--- config.mk ---
export PLATFORM = sky130hd
export DESIGN_NAME = instr_mem_loader
export DESIGN_NICKNAME = d
export VERILOG_FILES = /design/src/rtl/instr_mem_loader.sv
export SDC_FILE = /design/constraint.sdc
export NUM_CORES = 1
export LEC_CHECK = 0
export ABC_AREA = 1
export CAP_MARGIN = 20
export CORE_MARGIN = 2
export CORE_UTILIZATION = 40
export DETAILED_ROUTE_END_ITERATION = 16
export PLACE_DENSITY = 0.65
export RECOVER_POWER = 50
export SETUP_SLACK_MARGIN = 0.2
export SLEW_MARGIN = 10
export SYNTH_ARGS = -nofsm -noshare
export SYNTH_HDL_FRONTEND = slang
export SYNTH_SLANG_ARGS = --single-unit
--- constraint.sdc ---
create_clock -name clk -period 4.1 [get_ports clk]
set_input_delay 0.82 -clock clk [delete_from_list [all_inputs] [get_ports clk]]
set_output_delay 0.82 -clock clk [all_outputs]
set_load 0.01 [all_outputs]
--- src/rtl/instr_mem_loader.sv ---
// Instruction memory loader: accepts 32-bit words over a valid/ready handshake
// and writes each one as four big-endian bytes into a byte-wide memory.
module instr_mem_loader #(
  parameter int MEM_BYTES = 128
) (
  input  logic        clk,
  input  logic        rst_n,
  input  logic        start,
  input  logic [6:0]  base_adrs,
  input  logic        in_valid,
  input  logic        in_last,
  input  logic [31:0] in_instr,
  output logic        in_ready,
  output logic        wr_en,
  output logic [6:0]  wr_adrs,
  output logic [7:0]  wr_data,
  output logic        busy,
  output logic        done,
  output logic        overflow,
  output logic [5:0]  word_count
);

  typedef enum logic [1:0] {IDLE, ACCEPT, WRITE, DONE} state_t;

  state_t      state, state_d;
  logic [1:0]  k, k_d, k_nxt;
  logic [6:0]  addr, addr_d;
  logic [31:0] word, word_d;
  logic        last, last_d;
  logic        in_ready_d, wr_en_d, busy_d, done_d, overflow_d;
  logic [6:0]  wr_adrs_d;
  logic [7:0]  wr_data_d;
  logic [5:0]  word_count_d;
  logic [7:0]  addr_inc;
  logic        wrap;

  // Big-endian byte pick: byte 0 is the MSB so it lands at the lowest address.
  function automatic logic [7:0] byte_sel(input logic [31:0] w, input logic [1:0] idx);
    case (idx)
      2'd0:    byte_sel = w[31:24];
      2'd1:    byte_sel = w[23:16];
      2'd2:    byte_sel = w[15:8];
      default: byte_sel = w[7:0];
    endcase
  endfunction

  assign k_nxt    = k + 2'd1;
  assign addr_inc = {1'b0, addr} + 8'd4;
  assign wrap     = (int'(addr_inc) >= MEM_BYTES);

  // Next-state and next-output logic; every output is registered, so values
  // computed here appear on the ports one cycle later.
  always_comb begin
    state_d      = state;
    k_d          = k;
    addr_d       = addr;
    word_d       = word;
    last_d       = last;
    in_ready_d   = 1'b0;
    wr_en_d      = 1'b0;
    wr_adrs_d    = wr_adrs;
    wr_data_d    = wr_data;
    busy_d       = busy;
    done_d       = 1'b0;
    overflow_d   = overflow;
    word_count_d = word_count;
    case (state)
      IDLE: begin
        busy_d = 1'b0;
        if (start) begin
          addr_d       = {base_adrs[6:2], 2'b00};
          word_count_d = '0;
          overflow_d   = 1'b0;
          state_d      = ACCEPT;
          in_ready_d   = 1'b1;
          busy_d       = 1'b1;
        end
      end
      ACCEPT: begin
        if (in_valid && in_ready) begin
          word_d    = in_instr;
          last_d    = in_last;
          k_d       = 2'd0;
          state_d   = WRITE;
          wr_en_d   = 1'b1;
          wr_adrs_d = addr;
          wr_data_d = byte_sel(in_instr, 2'd0);
        end else begin
          in_ready_d = 1'b1;
        end
      end
      WRITE: begin
        if (k != 2'd3) begin
          k_d       = k_nxt;
          wr_en_d   = 1'b1;
          wr_adrs_d = addr | {5'b0, k_nxt};
          wr_data_d = byte_sel(word, k_nxt);
        end else begin
          addr_d       = wrap ? 7'd0 : addr_inc[6:0];
          word_count_d = word_count + 6'd1;
          if (wrap) overflow_d = 1'b1;
          if (last || wrap) begin
            state_d = DONE;
            done_d  = 1'b1;
          end else begin
            state_d    = ACCEPT;
            in_ready_d = 1'b1;
          end
        end
      end
      DONE: begin
        state_d = IDLE;
        busy_d  = 1'b0;
      end
      default: state_d = IDLE;
    endcase
  end

  // Control state and port registers, cleared asynchronously.
  always_ff @(posedge clk or negedge rst_n) begin
    if (!rst_n) begin
      state      <= IDLE;
      in_ready   <= 1'b0;
      wr_en      <= 1'b0;
      wr_adrs    <= '0;
      wr_data    <= '0;
      busy       <= 1'b0;
      done       <= 1'b0;
      overflow   <= 1'b0;
      word_count <= '0;
    end else begin
      state      <= state_d;
      in_ready   <= in_ready_d;
      wr_en      <= wr_en_d;
      wr_adrs    <= wr_adrs_d;
      wr_data    <= wr_data_d;
      busy       <= busy_d;
      done       <= done_d;
      overflow   <= overflow_d;
      word_count <= word_count_d;
    end
  end

  // Session data registers; only meaningful once IDLE/ACCEPT has loaded them.
  always_ff @(posedge clk) begin
    k    <= k_d;
    addr <= addr_d;
    word <= word_d;
    last <= last_d;
  end

endmodule

# == Yosys cells after proc, flatten, opt, wreduce, memory -nomap -nowiden ==
# Index checks and enable logic that the tools add are counted.
# classes
add_sub_neg,3
order_cmp,1
eq_ne,11
n_mux,38
bitwise,1
n_reduce_logical,12
# ops
cell,count
two-way mux 7 bit,5
one-hot mux 7 bit (2 select lines),2
one-hot mux 8 bit (3 select lines),1
two-way mux 8 bit,2
one-hot mux 8 bit (2 select lines),1
two-way mux 1 bit,12
two-way mux 2 bit,6
two-way mux 6 bit,2
"inequality test 2 bit, second input constant",6
one-hot mux 6 bit (2 select lines),1
AND reduction 3 bit,3
"adder 7 x 3 -> 8 bit, second input constant",1
"greater-or-equal comparator 8 bit, second input constant",1
one-hot mux 2 bit (4 select lines),1
OR 7 x 2 -> 7 bit,1
"adder 6 x 1 -> 6 bit, second input constant",1
"equality test 2 bit, second input constant",3
one-hot mux 1 bit (2 select lines),3
nonzero test 2 bit,3
"equality test 2 x 1 -> 1 bit, second input constant",2
zero test 2 bit,2
one-hot mux 2 bit (2 select lines),1
AND reduction 4 bit,1
one-hot mux 1 bit (3 select lines),1
4 further kinds,4
# word_totals
reg_bits,70
in_bits,44
out_inout_bits,26
elab_cells,79

# == Depth between registers and ports, before layout ==
# Gate-level depths: netlist of run 1.
# depth
word_depth,6
ltp_mapped,9
depth_no_buf,9

# == Worst setup path after synthesis of run 1 ==
# OpenSTA, ideal clock, no wires.
# synth_path
path_type,in2reg
startpoint,input port in_valid
endpoint,"register last, enable pin"
setup_ns,0.424
t_arrival_ns,2.324
required_ns,3.676
setup_slack_ns,1.352
stages,2
n_path_buf,0
cell_sequence,nand2_1 > nor2_1
# synth_between
elab_chain_len,2
# synth_lines
element,line,text
from (decl),10,"input logic in_valid,"
logical AND 1 bit,80,if (in_valid && in_ready) begin
AND reduction 2 bit (no source line),--,
to (signal assigned),149,last <= last_d;
to (decl),29,"logic last, last_d;"
# Every way passes these cells.
# A chain may end at the register's enable or synchronous reset.

# == Final worst setup path of run 1 ==
# layout_path
startpoint,input port in_valid
endpoint,"register word[0], enable pin"
# layout_between
elab_chain_len,2
# layout_lines
element,line,text
logical AND 1 bit,80,
AND reduction 2 bit (no source line),--,
to (signal assigned),148,word <= word_d;
to (decl),28,"logic [31:0] word, word_d;"
# Every way passes these cells.

==> results of run 1 <==
report_power, final:
part,leakage [nW],internal (W),switching [W]
Sequential,0.723,0.000934,0.000120
Combinational,0.881,0.000492,0.000766
Clock,0.122,0.000420,0.000259
Total,1.73,0.00185,0.00114
logic make-up (layout without fill, tap and decap cells):
| family | after synthesis | after routing |
|---|---|---|
| xor+xnor | 3 | 3 |
| compound gates | 30 | 30 |
| fa+ha+maj | 11 | 11 |
| buf+inv | 34 | 112 |
| simple gates | 162 | 162 |
| flops | 68 | 68 |
registers in the layout, indices dropped and copies added, names as in the netlist, 2 cells and up:
signal      cells
k               2
word_count      6
state           2
wr_adrs         7
wr_data         8
word           32
addr            5
Yosys cell counts:
cell	n	area share
inv_2	3	0.0036
nand3_2	1	0.0032
buf_6	2	0.0072
o21ai_1	5	0.0080
edfxtp_1	40	0.39
a21oi_1	13	0.021
nand4_1	5	0.010
xor2_1	2	0.0056
nand2_8	1	0.0064
o31ai_1	1	0.0024
nor2_2	1	0.0020
inv_1	22	0.026
buf_8	1	0.0048
o21ai_0	9	0.014
nand2_4	1	0.0036
or2_2	1	0.0020
nor2_1	25	0.030
a21oi_2	1	0.0028
ha_1	11	0.044
nand3_1	18	0.029
nor2_4	1	0.0036
dfrtp_1	28	0.22
o21ai_2	1	0.0028
xnor2_1	1	0.0028
nand2_2	4	0.0080
buf_2	5	0.0080
nand2_1	102	0.12
nor2_8	2	0.013
inv_4	1	0.0020
worst max-delay path, stage by stage:
cell and delay, ps:
dlygate4sd3_1 560, nand2_1 100, nor2_2 80, clkbuf_1 1300
cell usage in the layout, fill, tap and decap left out, drive strengths merged, types with 11 or more instances in the layout:
cell	n
a21oi	14
clkbuf	13
clkdlybuf4s50	31
dfrtp	28
dlygate4sd3	36
edfxtp	40
ha	11
inv	26
nand2	108
nand3	19
nor2	29
o21ai	15
metrics by stage:
step                      instances  hold WS, ps  power [W]
after floorplan                 308          489    0.00196
after global placement          472          468    0.00236
after detailed placement        472          465    0.00238
after CTS                       488          483    0.00307
after global routing            488          516    0.00322
final                           488          480    0.00299
layout make-up:
class | count | area [um^2]
Clock buffer | 10 | 138
Clock inverter | 6 | 111
Tap cell | 102 | 128
Timing Repair Buffer | 70 | 682
Inverter | 26 | 100
Fill cell | 688 | 3550
Sequential cell | 68 | 1900
Multi-Input combinational cell | 206 | 1040
path summary, 6_finish.rpt:
path,start,end,slack [ps],cells after the start
max,in_valid,word[0],1160,4
min,wr_adrs[2],wr_adrs[2],480,2
max reg2reg,state[0],addr[2],1270,5
min reg2reg,wr_adrs[2],wr_adrs[2],480,2
max in group asynchronous,rst_n,done,1770,2
min in group asynchronous,rst_n,word_count[4],1390,2
routing by layer:
| layer | wire (um) | track usage | part of all wire | vias to the layer above |
|---|---|---|---|---|
| li1 | - | - | - | 1158 |
| met1 | 2880 | 0.219 | 0.44 | 1068 |
| met2 | 3170 | 0.269 | 0.49 | 55 |
| met5 | 0 | 0 | 0 | - |
| met4 | 134 | 0.0784 | 0.021 | 0 |
| met3 | 346 | 0.0345 | 0.053 | 11 |
==> impl_metrics.env, run 1 <==
export IMPL_start_kind="primary input"
export IMPL_detailed_place_area_um2=3880
export IMPL_outcome="finished with violations"
export IMPL_area_of_the_die_um2=8510
export IMPL_avgViaCountPerCell=4.70
export IMPL_synthMuxAreaShare=0
export IMPL_final_net_count=436
export IMPL_slew_violations=64
export IMPL_cts_num_sinks=68
export IMPL_syn_inst=308
export IMPL_average_instance_area_after_synthesis_um2=10.1
export IMPL_yosys_warnings=0
export IMPL_ctsRootBufferMaster="clkbuf_8"
export IMPL_crit_fanout=34
export IMPL_critPathCaptureType="flip-flop"
export IMPL_hpwl_um=4530
export IMPL_initial_util=0.408
export IMPL_period_share=0.718
export IMPL_dominant_combinational_cell_family_by_area_after_synthesis="simple AND/OR/NAND/NOR gates"
export IMPL_dr_total_vias=2292
export IMPL_failed_checks="max-capacitance violations, max-slew violations"
export IMPL_clock_skew_ps=11.2
export IMPL_finish_instance_area_um2=4100
export IMPL_tritoncts="yes"
export IMPL_worst_slew_pin_transition_ps=1820
export IMPL_placement_io_buffers=67
export IMPL_hold_buffers=0
export IMPL_top_level_ports=70
export IMPL_syn_nets=363
export IMPL_setup_viol=0
export IMPL_routedWlPerCell_um=13.4
export IMPL_final_critical_path_required_period_ps=2940
export IMPL_drc=0
export IMPL_postRouteWirelength_um=6520
export IMPL_crit_type="primary input to flip-flop"
export IMPL_dr_pass1_iters=4
export IMPL_critical_path_required_ps=4040
export IMPL_synth_compound_area_frac=0.0514
export IMPL_hold_viol=0
export IMPL_cts_reportedPaths_clkPinSlew_ps=70
export IMPL_vdd_ir_drop_max_mv=0.371
export IMPL_ys_seq_elements=68
export IMPL_rsz_0062_raised_after_global_routing="false"
export IMPL_slew_headroom=-0.213
export IMPL_synth_xor_area_frac=0.00843
export IMPL_initialDrtViolationCount=112
export IMPL_final_layout_size_suffix_gt1_frac=0.0855
export IMPL_cp_data_arrival_time_ps=2890
export IMPL_h_tree_depth=3
export IMPL_clock_tree_buffer_depth=2
export IMPL_grt_total_ovfl=0
export IMPL_ant_nets=0
export IMPL_fp_dieW_um=92.3
export IMPL_design_core_area_um2=7650
export IMPL_final_critical_path_setup_slack_ps=1160
export IMPL_last_weighted_congestion_value_of_the_routability_driven_placer=0.774
export IMPL_synthAdderAreaFrac=0.0442
export IMPL_synth_seq_area_share=0.610
export IMPL_finalSetupTns_ps=0
export IMPL_dp_worst_setup_slack_ps=1840
export IMPL_leakage_power_of_the_design_nw=1.73
export IMPL_fmaxAchievable_mhz=340
export IMPL_post_cts_resize_count=0
export IMPL_placementRows=32
export IMPL_area_growth_pct=31.5
export IMPL_final_util=0.536
export IMPL_maxCapViolations=2
export IMPL_groute_usage_overall=0.168
export IMPL_cts_post_setup_buffers_inserted=0
export IMPL_synth_area_um2=3120
export IMPL_p_per_area_nw_per_um2=730
export IMPL_grt_max_degree=35
export IMPL_post_synth_and_or_nand_nor_area_fraction=0.234
export IMPL_die_h_um=92.3
export IMPL_grt_first_pass_wirelength_um=10800
export IMPL_synth_distinct_cells=29
export IMPL_worstSkewPairLatency_ps=360
export IMPL_antenna_diode_count=0
export IMPL_first_global_vias=2215
export IMPL_cts_inserted_buffers=9
export IMPL_antenna_found_initial=0
export IMPL_min_delay_path_class="flip-flop to flip-flop"
Power figures use the tool's default switching activity.
==> inputs of run 2 (changes only) <==
--- a/config.mk
+++ b/config.mk
@@ -10,7 +10,7 @@
 export CORE_MARGIN = 2
 export CORE_UTILIZATION = 40
 export DETAILED_ROUTE_END_ITERATION = 16
-export PLACE_DENSITY = 0.65
+export PLACE_DENSITY = 0.67
 export RECOVER_POWER = 50
 export SETUP_SLACK_MARGIN = 0.2
 export SLEW_MARGIN = 10
==> constraint.sdc (replaced) <==
create_clock -name clk -period 2.6 [get_ports clk]
set_input_delay 0.52 -clock clk [delete_from_list [all_inputs] [get_ports clk]]
set_output_delay 0.52 -clock clk [all_outputs]
set_load 0.01 [all_outputs]
==> run 2 against run 1 <==
  * The flow now finishes without violations
  * Clock-buffer cell count unchanged
  * Via count grew 0.57%
  * Routed wire length decreased by 1.9%
  * Sequential power up 58%
  * Power is 52% higher
==> impl_metrics.env, run 2 (same netlist as run 1, synthesis figures left out) <==
export IMPL_outcome="finished clean"
export IMPL_placement_io_buffers=67
export IMPL_internal_power_w=0.00272
export IMPL_final_critical_path_required_period_ps=1900
export IMPL_final_net_count=437
export IMPL_total_switching_power_w=0.00184
export IMPL_finish_instance_area_um2=4070
export IMPL_dr_total_vias=2305
export IMPL_top_level_ports=70
export IMPL_power_total_w=0.00455
export IMPL_clkPwrFrac=0.187
export IMPL_initialDrtViolationCount=126
export IMPL_grt_total_ovfl=0
export IMPL_clock_skew_ps=11.1
export IMPL_ant_nets=0
export IMPL_tritoncts="yes"
export IMPL_worstSkewPairLatency_ps=350
export IMPL_last_weighted_congestion_value_of_the_routability_driven_placer=0.813
export IMPL_cts_post_setup_buffers_inserted=0
export IMPL_min_delay_path_class="flip-flop to flip-flop"
export IMPL_die_h_um=92.3
export IMPL_first_global_vias=2242
export IMPL_leakage_power_of_the_design_nw=1.71
export IMPL_slew_headroom=0.506
export IMPL_cts_inserted_buffers=9
export IMPL_grt_max_degree=29
export IMPL_vdd_ir_drop_max_mv=0.510
export IMPL_layout_cells_most_common="nand2_1"
export IMPL_layout_cells_most_common_list="102 x nand2_1, 40 x edfxtp_1, 34 x dlygate4sd3_1"
export IMPL_worst_slew_pin_transition_ps=741
export IMPL_crit_type="flip-flop to flip-flop"
export IMPL_h_tree_depth=3
export IMPL_crit_fanout=13
export IMPL_largest_register="word"
export IMPL_finalSetupTns_ps=0
export IMPL_area_growth_pct=30.7
export IMPL_ctsRootBufferMaster="clkbuf_8"
export IMPL_maxCapViolations=0
export IMPL_reg_largest_list="word x32, wr_data x8, wr_adrs x7"
export IMPL_cts_num_sinks=68
export IMPL_fp_dieW_um=92.3
export IMPL_initial_util=0.408
export IMPL_avgViaCountPerCell=4.71
export IMPL_setup_viol=0
export IMPL_ff2ff_setup_slack_ps=700
export IMPL_design_core_area_um2=7650
export IMPL_drc=0
export IMPL_dp_worst_setup_slack_ps=735
export IMPL_cp_data_arrival_time_ps=1880
export IMPL_period_share=0.731
export IMPL_detailed_place_area_um2=3880
export IMPL_fmaxAchievable_mhz=526
export IMPL_hpwl_um=4550
export IMPL_instances_no_fill=489
export IMPL_hold_buffers=0
export IMPL_clock_tree_buffer_depth=2
export IMPL_final_layout_size_suffix_gt1_frac=0.0904
export IMPL_power_frac_seq=0.365
export IMPL_antenna_diode_count=0
export IMPL_p_sw_frac=0.403
export IMPL_dr_pass1_iters=4
export IMPL_largest_register_ff_count=32
export IMPL_post_cts_resize_count=0
export IMPL_slew_violations=0
export IMPL_comb_power_share=0.449
export IMPL_antenna_found_initial=0
export IMPL_critPathCaptureType="flip-flop"
export IMPL_routedWlPerCell_um=13.1
export IMPL_groute_usage_overall=0.163
export IMPL_postRouteWirelength_um=6400
export IMPL_area_of_the_die_um2=8510
export IMPL_grt_first_pass_wirelength_um=10600
export IMPL_placementRows=32
export IMPL_rsz_0062_raised_after_global_routing="false"
export IMPL_hold_viol=0
export IMPL_critical_path_required_ps=2570
export IMPL_start_kind="flip-flop"
export IMPL_post_place_cells=473
export IMPL_final_critical_path_setup_slack_ps=699
export IMPL_p_per_area_nw_per_um2=1120
export IMPL_cts_reportedPaths_clkPinSlew_ps=70
## run 2: cell count changes in the layout (fill, tap and decap cells not counted), sizes merged
cell | before | now
bufinv | 3 | 1
clkinvlp | 1 | 3
clkbuf | 13 | 11
dlygate4sd3 | 36 | 34
buf | 0 | 3
clkdlybuf4s50 | 31 | 33
## run 2: power groups by stage
stage	sequential (W)	combinational, W	clock [W]
2_1_floorplan	0.00171	0.00139	0
3_3_place_gp	0.00168	0.00204	0
3_5_place_dp	0.00168	0.00206	0
4_1_cts	0.00166	0.00209	0.000865
5_1_grt	0.00170	0.00232	0.000914
6_report	0.00166	0.00204	0.000849
## run 2: cell type report
class,instances,area (um^2)
tap,102,128
fill,681,3570
timing repair buffer,71,697
clock buffer,10,128
inverter,26,100
sequential,68,1900
multi-input combinational,206,1050
clock inverter,6,66.3
## run 2: worst paths after layout
| path | startpoint | to | depth (start not counted) |
|---|---|---|---|
| worst max-delay path | state[1] | word[30] | 5 |
| worst min-delay path | wr_adrs[0] | wr_adrs[0] | 2 |
| worst max register to register | state[1] | word[30] | 5 |
| worst min register to register | wr_adrs[0] | wr_adrs[0] | 2 |
| max in group asynchronous | rst_n | overflow | 2 |
| min in group asynchronous | rst_n | wr_adrs[5] | 2 |
## run 2: worst max-delay path, cell delays in order (launching register included)
cell	delay, ps
dfrtp_1	410
inv_1	140
ha_1	200
inv_1	50
nor2_1	140
clkbuf_1	590
## run 2: per-layer routing
metal,wire length [um],global-route usage,part of all wire
met1,2820,0.215,0.44
met2,3080,0.257,0.48
met3,397,0.0411,0.062
met4,98,0.0659,0.015
met5,0,0,0
## run 2: metrics by stage
step	utilization	hold WS, ps
after floorplan	-	224
after global placement	0.508	468
after detailed placement	0.508	468
after CTS	0.533	487
after global routing	0.533	513
final	0.533	483
==> inputs of run 3 (changes only) <==
--- a/config.mk
+++ b/config.mk
@@ -10,7 +10,7 @@
 export CORE_MARGIN = 2
 export CORE_UTILIZATION = 40
 export DETAILED_ROUTE_END_ITERATION = 16
-export PLACE_DENSITY = 0.67
+export PLACE_DENSITY = 0.65
 export RECOVER_POWER = 50
 export SETUP_SLACK_MARGIN = 0.2
 export SLEW_MARGIN = 10
==> constraint.sdc (replaced) <==
create_clock -name clk -period 1.9 [get_ports clk]
set_input_delay 0.38 -clock clk [delete_from_list [all_inputs] [get_ports clk]]
set_output_delay 0.38 -clock clk [all_outputs]
set_load 0.01 [all_outputs]
==> run 3 against run 2 <==
  * Die area stayed put
  * Largest power group unchanged
  * Clock skew decreased by 3.2 ps
  * Highest routed layer unchanged
  * Clock-buffer cell count increased by 1
  * Critical path depth is 4 lower
  * Critical endpoint is now word_count[5]
  * Sequential power is 36% higher
==> impl_metrics.env, run 3 (same netlist as run 1, synthesis figures left out) <==
export IMPL_outcome="finished clean"
export IMPL_first_global_vias=2343
export IMPL_r2r_cells=9
export IMPL_ant_nets=0
export IMPL_largest_register_ff_count=32
export IMPL_internal_power_w=0.00386
export IMPL_crit_path_max_incr_delay_ps=540
export IMPL_h_tree_depth=3
export IMPL_hold_buffers=0
export IMPL_initialDrtViolationCount=88
export IMPL_worstSkewPairLatency_ps=340
export IMPL_worstHoldStart="wr_adrs[2]"
export IMPL_power_frac_seq=0.353
export IMPL_finalSetupTns_ps=0
export IMPL_critical_path_slowest_cell="clkdlybuf4s50_1"
export IMPL_fmaxAchievable_mhz=606
export IMPL_placementRows=32
export IMPL_hold_viol=0
export IMPL_layout_cells_most_common_list="103 x nand2_1, 40 x edfxtp_1, 34 x dlygate4sd3_1"
export IMPL_slew_headroom=0.505
export IMPL_ff2ff_setup_slack_ps=260
export IMPL_rsz_0062_raised_after_global_routing="true"
export IMPL_hpwl_um=4630
export IMPL_maxCapViolations=0
export IMPL_critical_path_required_ps=1520
export IMPL_vdd_ir_drop_max_mv=0.708
export IMPL_postRouteWirelength_um=6760
export IMPL_p_sw_frac=0.397
export IMPL_design_core_area_um2=7650
export IMPL_multiInputGateArea_um2=1060
export IMPL_total_switching_power_w=0.00254
export IMPL_dr_pass1_iters=4
export IMPL_final_layout_size_suffix_gt1_frac=0.119
export IMPL_crit_reg2reg_capture="word_count[5]"
export IMPL_layout_cells_most_common="nand2_1"
export IMPL_cp_data_arrival_time_ps=1270
export IMPL_routedWlPerCell_um=13.6
export IMPL_path_cells="clkdlybuf4s50_1"
export IMPL_worstHoldEndpoint="wr_adrs[2]"
export IMPL_die_h_um=92.3
export IMPL_dr_total_vias=2359
export IMPL_grt_first_pass_wirelength_um=11200
export IMPL_area_sequential_um2=1900
export IMPL_p_per_area_nw_per_um2=1540
export IMPL_grt_total_ovfl=0
export IMPL_area_of_the_die_um2=8510
export IMPL_reg_largest_list="word x32, wr_data x8, wr_adrs x7"
export IMPL_period_share=0.868
export IMPL_ctsRootBufferMaster="clkbuf_8"
export IMPL_crit_family="buffers and inverters"
export IMPL_min_delay_path_class="flip-flop to flip-flop"
export IMPL_cts_num_sinks=68
export IMPL_comb_power_share=0.464
export IMPL_clock_skew_ps=7.87
export IMPL_last_weighted_congestion_value_of_the_routability_driven_placer=0.766
export IMPL_area_growth_pct=33.7
export IMPL_grt_max_degree=35
export IMPL_avgViaCountPerCell=4.74
export IMPL_clock_tree_buffer_depth=2
export IMPL_drc=0
export IMPL_fp_dieW_um=92.3
export IMPL_final_util=0.545
export IMPL_tritoncts="yes"
export IMPL_cts_inserted_buffers=9
export IMPL_setup_viol=0
export IMPL_crit_fanout=4
export IMPL_initial_util=0.408
export IMPL_final_net_count=446
export IMPL_slew_violations=0
export IMPL_final_critical_path_setup_slack_ps=251
export IMPL_start_kind="flip-flop"
export IMPL_crit_type="flip-flop to primary output"
export IMPL_critical_path_buf_inv_count=1
export IMPL_worst_slew_pin_transition_ps=742
export IMPL_finalHoldWorstSlack_ps=480
export IMPL_leakage_power_of_the_design_nw=1.79
export IMPL_top_level_ports=70
export IMPL_largest_register="word"
export IMPL_hold_depth=2
export IMPL_final_critical_path_required_period_ps=1650
export IMPL_cts_reportedPaths_clkPinSlew_ps=70
export IMPL_antenna_found_initial=0
export IMPL_dp_worst_setup_slack_ps=125
export IMPL_antenna_diode_count=0
export IMPL_groute_usage_overall=0.171
export IMPL_placement_io_buffers=67
export IMPL_critPathCaptureType="primary output"
export IMPL_clkPwrFrac=0.183
export IMPL_reg2reg_from="state[0]"
export IMPL_fillers=696
==> run 3: cell count changes in the layout (fill, tap and decap cells not counted), sizes merged <==
cell           delta
buf               +8
clkbuf            +2
dlymetal6s2s      +1
clkinv            +1
clkdlybuf4s50     -1
clkinvlp          -2
==> run 3: area by class of cell <==
type | count | share of cell area
clock buffer | 11 | 0.0339
clock inverter | 5 | 0.0126
inverter | 26 | 0.0240
multi-input combinational | 206 | 0.256
sequential | 68 | 0.456
tap | 102 | 0.0306
timing repair buffer | 80 | 0.187
==> run 3: per-layer routing <==
metal / routed length (um) / track usage / vias to the layer above
li1: - / - / 1165
met1: 3080 / 0.229 / 1128
met2: 3310 / 0.275 / 60
met3: 304 / 0.0320 / 6
met4: 62 / 0.0709 / 0
met5: 0 / 0 / -
==> run 3: metrics by stage <==
| step | power (W) | instances | instance area, um^2 |
|---|---|---|---|
| 6_report | 0.00640 | 498 | 4170 |
| 5_1_grt | 0.00692 | 498 | 4170 |
| 4_1_cts | 0.00646 | 495 | 4150 |
| 3_5_place_dp | 0.00524 | 476 | 3930 |
| 3_3_place_gp | 0.00517 | 476 | 3930 |
| 2_1_floorplan | 0.00425 | 308 | 3120 |
==> run 3: what timing repair did <==
item	4_1_cts	5_1_grt
setup endpoints to repair	6	24
gates cloned	0	0
setup buffers	3	3
resized for setup	2	6
==> run 3: power by group through the flow <==
stage | clock [W] | sequential (W) | combinational [W]
floorplan | 0 | 0.00233 | 0.00191
global placement | 0 | 0.00229 | 0.00289
detailed placement | 0 | 0.00230 | 0.00295
CTS | 0.00121 | 0.00226 | 0.00299
global route | 0.00126 | 0.00231 | 0.00335
finish | 0.00117 | 0.00226 | 0.00297
==> run 3: how the worst max path moves through the flow <==
stage	from	cells past startpoint	endpoint	slack, ps
after CTS	word_count[2]	1	word_count[2]	180
after floorplan	state[1]	4	last	230
final	word_count[5]	1	word_count[5]	250
after detailed placement	k[0]	7	wr_data[6]	120
after global placement	in_valid	5	k[0]	170
after global routing	state[0]	8	wr_data[0]	90
